$ cat config.mk
export PLATFORM = sky130hd
export DESIGN_NAME = muldiv_ctrl
export DESIGN_NICKNAME = d
export VERILOG_FILES = /design/src/rtl/muldiv_ctrl_pkg.sv /design/src/rtl/muldiv_ctrl.sv
export SDC_FILE = /design/constraint.sdc
export NUM_CORES = 1
export LEC_CHECK = 0
export BUFFER_PORTS_ARGS = -buffer_cell sky130_fd_sc_hd__buf_4
export CAP_MARGIN = 5
export CORE_ASPECT_RATIO = 0.8
export CORE_MARGIN = 2
export CORE_UTILIZATION = 30
export CTS_CLUSTER_DIAMETER = 30
export DETAILED_ROUTE_END_ITERATION = 6
export PLACE_DENSITY = 0.69
export REMOVE_ABC_BUFFERS = 1
export SYNTH_ARGS = -nofsm -noshare
export SYNTH_HDL_FRONTEND = slang
export SYNTH_SLANG_ARGS = --single-unit
$ cat constraint.sdc
create_clock -name clk -period 2.87 [get_ports clk]
set_input_delay 0.574 -clock clk [delete_from_list [all_inputs] [get_ports clk]]
set_output_delay 0.574 -clock clk [all_outputs]
set_load 0.02 [all_outputs]
$ cat src/rtl/muldiv_ctrl_pkg.sv
// muldiv_ctrl_pkg: op_mudi bit positions and sequencer state encoding
package muldiv_ctrl_pkg;
  localparam int MUDI_MULT  = 0;
  localparam int MUDI_MULTU = 1;
  localparam int MUDI_DIV   = 2;
  localparam int MUDI_DIVU  = 3;
  typedef enum logic [2:0] {
    S_IDLE  = 3'd0,
    S_ISSUE = 3'd1,
    S_WAIT  = 3'd2,
    S_DONE  = 3'd3,
    S_DRAIN = 3'd4
  } state_t;
endpackage

$ cat src/rtl/muldiv_ctrl.sv
// muldiv_ctrl: sequences divider-core handshakes, stalls EXE, commits HI/LO once per mul/div
module muldiv_ctrl
  import muldiv_ctrl_pkg::*;
(
  input  logic        clk,
  input  logic        reset,
  input  logic        op_valid,
  input  logic [3:0]  op_mudi,
  input  logic        op_fire,
  input  logic        flush,
  input  logic [31:0] src1,
  input  logic [31:0] src2,
  input  logic [63:0] prod,
  output logic        div_s_tvalid,
  input  logic        div_s_tready,
  output logic        div_u_tvalid,
  input  logic        div_u_tready,
  output logic [31:0] div_dividend,
  output logic [31:0] div_divisor,
  input  logic        div_s_dout_valid,
  input  logic        div_u_dout_valid,
  input  logic [63:0] div_s_dout,
  input  logic [63:0] div_u_dout,
  output logic [1:0]  hl_we,
  output logic [31:0] hi_wdata,
  output logic [31:0] lo_wdata,
  output logic        stall,
  output logic        busy
);
  state_t state, state_n;
  logic [31:0] dividend_q, divisor_q;
  logic [1:0]  div_sel_q;
  logic [63:0] dout_q;
  logic is_div, is_mul, start, hs, dv, done_wr, mul_wr;
  assign is_div  = op_mudi[MUDI_DIV] | op_mudi[MUDI_DIVU];
  assign is_mul  = op_mudi[MUDI_MULT] | op_mudi[MUDI_MULTU];
  assign start   = op_valid & is_div & ~flush;
  assign hs      = (state == S_ISSUE) & (div_sel_q[0] ? div_s_tready : div_u_tready);
  // only the core that was actually issued to can end WAIT or DRAIN
  assign dv      = div_sel_q[0] ? div_s_dout_valid : div_u_dout_valid;
  assign done_wr = (state == S_DONE) & op_fire & ~flush;
  assign mul_wr  = op_valid & op_fire & ~flush & is_mul;
  always_comb begin
    state_n = state;
    case (state)
      S_IDLE:  state_n = start ? S_ISSUE : S_IDLE;
      S_ISSUE: state_n = hs ? (flush ? S_DRAIN : S_WAIT) : (flush ? S_IDLE : S_ISSUE);
      S_WAIT:  state_n = dv ? (flush ? S_IDLE : S_DONE) : (flush ? S_DRAIN : S_WAIT);
      S_DONE:  state_n = (flush | op_fire) ? S_IDLE : S_DONE;
      S_DRAIN: state_n = dv ? S_IDLE : S_DRAIN;
      default: state_n = S_IDLE;
    endcase
  end
  always_ff @(posedge clk) begin
    if (reset) begin
      state      <= S_IDLE;
      dividend_q <= '0;
      divisor_q  <= '0;
      div_sel_q  <= '0;
      dout_q     <= '0;
    end else begin
      state <= state_n;
      if (state == S_IDLE && start) begin
        dividend_q <= src1;
        divisor_q  <= src2;
        div_sel_q  <= op_mudi[MUDI_DIVU:MUDI_DIV];
      end
      if (state == S_WAIT && dv)
        dout_q <= div_sel_q[0] ? div_s_dout : div_u_dout;
    end
  end
  assign div_s_tvalid = (state == S_ISSUE) & div_sel_q[0];
  assign div_u_tvalid = (state == S_ISSUE) & div_sel_q[1];
  assign div_dividend = dividend_q;
  assign div_divisor  = divisor_q;
  assign hl_we        = {2{done_wr | mul_wr}};
  assign hi_wdata     = done_wr ? dout_q[31:0]  : mul_wr ? prod[63:32] : '0;
  assign lo_wdata     = done_wr ? dout_q[63:32] : mul_wr ? prod[31:0]  : '0;
  assign stall        = start & (state != S_DONE);
  assign busy         = state != S_IDLE;
endmodule

==> results.json <==
{
  "clk-insertion-delay-late_ns": 0.41,
  "syn-mean-instance-area_um2": 9.10,
  "ys.flop_type": "dfxtp_1",
  "cts_tree": "built",
  "yosys.area_share.simple_pct": 8.50,
  "placed_area_mm2": 0.00983,
  "grt_max_degree": 68,
  "powerDensity_mw_per_mm2": 473,
  "drtIter0Drc": 500,
  "cp-end-kind": "output port",
  "tightest_slew_ns": 0.760,
  "synthArstFlopShare_pct": 0,
  "period_needed_ns": 2.72,
  "max-vdd-ir-drop_uv": 359,
  "hold_viol": 0,
  "leakage_uw": 0.00432,
  "setup_ws_ns": 0.152,
  "r2r_cells": 4,
  "synth_top_family_by_area": "compound AO/OA/AOI/OAI gates",
  "synthMuxAreaShare_pct": 10.0,
  "cts_root_buffer": "clkbuf_16",
  "worstHoldPathCells": 2,
  "synth_xor_area_share_pct": 0,
  "die_h_um": 137,
  "cts.htree.levels": 4,
  "initial_core_util_pct": 30.6,
  "clk_path_buf_depth": 2,
  "crit_slowest_cell": "dfxtp_1",
  "ant_nets": 0,
  "clock.fmax_mhz": 368,
  "wl_per_cell_um": 19.8,
  "path_cells": "nand3b_1, nor3_2, buf_4, a22o_1, buf_4",
  "required_ns": 2.30,
  "wirelength_mm": 26.9,
  "crit_top_cell": "buf_4",
  "num_io_pins": 403,
  "finalSetupViolCount": 0,
  "portBuffers": 402,
  "dieArea_mm2": 0.0233,
  "synthAdderAreaFrac_pct": 0,
  "areaGrowthSynthToFinish_pct": 57.5,
  "dp_slack_ns": 0.353,
  "critPathMaxFanout": 20,
  "cts.sinks": 133,
  "yosysWarningCount": 0,
  "cts_buffers": 17,
  "syn_area_mm2": 0.00663,
  "die_x_um": 170,
  "postLayoutCellArea_mm2": 0.0104,
  "slowest_delay_ns": 0.58,
  "stdcell_count": 1358,
  "drt_pass1_iterations": 5,
  "synth_compound_area_share_pct": 34.2,
  "path_clk_slew_ns": 0.06,
  "vias": 7466,
  "min_period_over_period_pct": 94.7,
  "slew-limit-headroom_pct": 49.3,
  "finClkSkew_ns": 0.0101,
  "remaining_drc_errors": 0,
  "nets": 1339,
  "synth_edf_count": 0,
  "cp.arrival_ns": 2.14,
  "gr-total-overflow": 0,
  "grtUsageTotal_pct": 21.3,
  "maxCapViolCount": 0,
  "status": "complete, no violations",
  "place_inst": 1324,
  "hold_class": "primary input to flip-flop",
  "coreArea_mm2": 0.0216,
  "slew_violations": 0,
  "viasPerCell": 5.50,
  "rsz0062_at_grt": "no",
  "grt_pass1_wl_mm": 39.1,
  "grt_antenna_before_repair": 1,
  "num_rows": 48,
  "grt_pass1_vias": 6880,
  "n_antenna_cell": 0,
  "yosysSeqAreaShare_pct": 40.2,
  "synth_cell_types": 37,
  "drive_gt1_share_pct": 43.7,
  "worstSetupStartpointType": "flip-flop",
  "postSynthCellCount": 728,
  "dp_hpwl_mm": 18.5,
  "critical_path_class": "flip-flop to output port",
  "ys_ff_latch": 133,
  "gp_congestion": 0.809
}
[report_power, final]
group / switching, uW / internal [uW]
clock: 883 / 1280
combinational: 425 / 435
sequential: 30.6 / 1890
[worst max-delay path: cells and delay by family (launching register included)]
kind / cells / cell delay, ns
buffers and inverters: 2 / 0.47
and+or+nand+nor: 2 / 0.45
AOI/OAI and AO/OA: 1 / 0.22
DFF: 1 / 0.58
[stage by stage]
| step | TNS (ns) | hold WS [ns] | util (%) | power, uW |
|---|---|---|---|---|
| after floorplan | -409.86 | 0.438 | - | 2290 |
| after global placement | 0 | 0.454 | 45.5 | 2810 |
| after detailed placement | 0 | 0.456 | 45.5 | 2820 |
| after CTS | 0 | 0.388 | 48.2 | 5000 |
| after global routing | 0 | 0.392 | 48.3 | 5140 |
| final | 0 | 0.415 | 48.3 | 4940 |
[cell usage in the layout, fill, tap and decap left out, drive strengths merged, types with 2 or more instances in the layout]
cell type  instances
inv                6
a21oi            131
nor2               4
and3b              2
clkbuf            20
buf              426
o31ai             66
nor2b              2
nor3b              2
a211oi            64
clkinvlp           3
a22o              64
nand2b             2
dfxtp            133
and3               2
mux2i             64
mux2               2
nand4             65
clkinv             6
nand3              2
nor3               4
[sequential cells by signal, summed over array words and instances, names as in the netlist]
register      cells
dout_q           64
div_dividend     32
state             3
div_sel_q         2
div_divisor      32
[final timing paths]
| kind | startpoint | end | slack (ns) |
|---|---|---|---|
| hold reg to reg | div_sel_q[1] | div_sel_q[1] | 0.46 |
| hold / removal | flush | state[1] | 0.41 |
| setup / recovery | state[0] | hi_wdata[21] | 0.15 |
| setup reg to reg | state[0] | div_dividend[17] | 1.09 |
[cells in the mapped netlist (3+ instances only)]
library cell | instances | area share (%)
mux2i_1 | 64 | 9.7
a21oi_1 | 131 | 9.9
a211oi_1 | 64 | 7.3
nor3_1 | 3 | 0.23
buf_1 | 19 | 1.1
buf_2 | 14 | 1.1
nand4_1 | 65 | 6.1
buf_6 | 6 | 1.0
nor2_1 | 4 | 0.23
dfxtp_1 | 133 | 40
clkbuf_1 | 63 | 3.6
a22o_1 | 64 | 8.5
o31ai_1 | 66 | 7.5
[final cells by class]
type	instances	area, um^2
clock buffer	19	464
sequential	133	2670
fill	2083	11200
clock inverter	13	120
multi-input combinational	488	3530
inverter	3	11.3
tap	275	344
timing repair buffer	427	3310
[layer usage]
metal	track usage [%]	up-vias	part of all wire, %
met2	34.6	287	48
li1	-	3543	-
met3	4.71	31	5.8
met5	0	-	0.048
met4	5.37	2	1.6
met1	28.9	3603	44
[logic make-up after synthesis]
logic type	after synthesis
flip-flops	133
multiplexers	66
AND/OR/NAND/NOR	90
AO/OA/AOI/OAI	332
buffers and inverters	107
[timing repair]
action,in CTS,in global routing
endpoints found under the hold margin,0,0
setup buffers,0,1
setup endpoints to repair,0,4
hold buffers,0,0
resized for setup,0,2
Power figures use the tool's default switching activity.
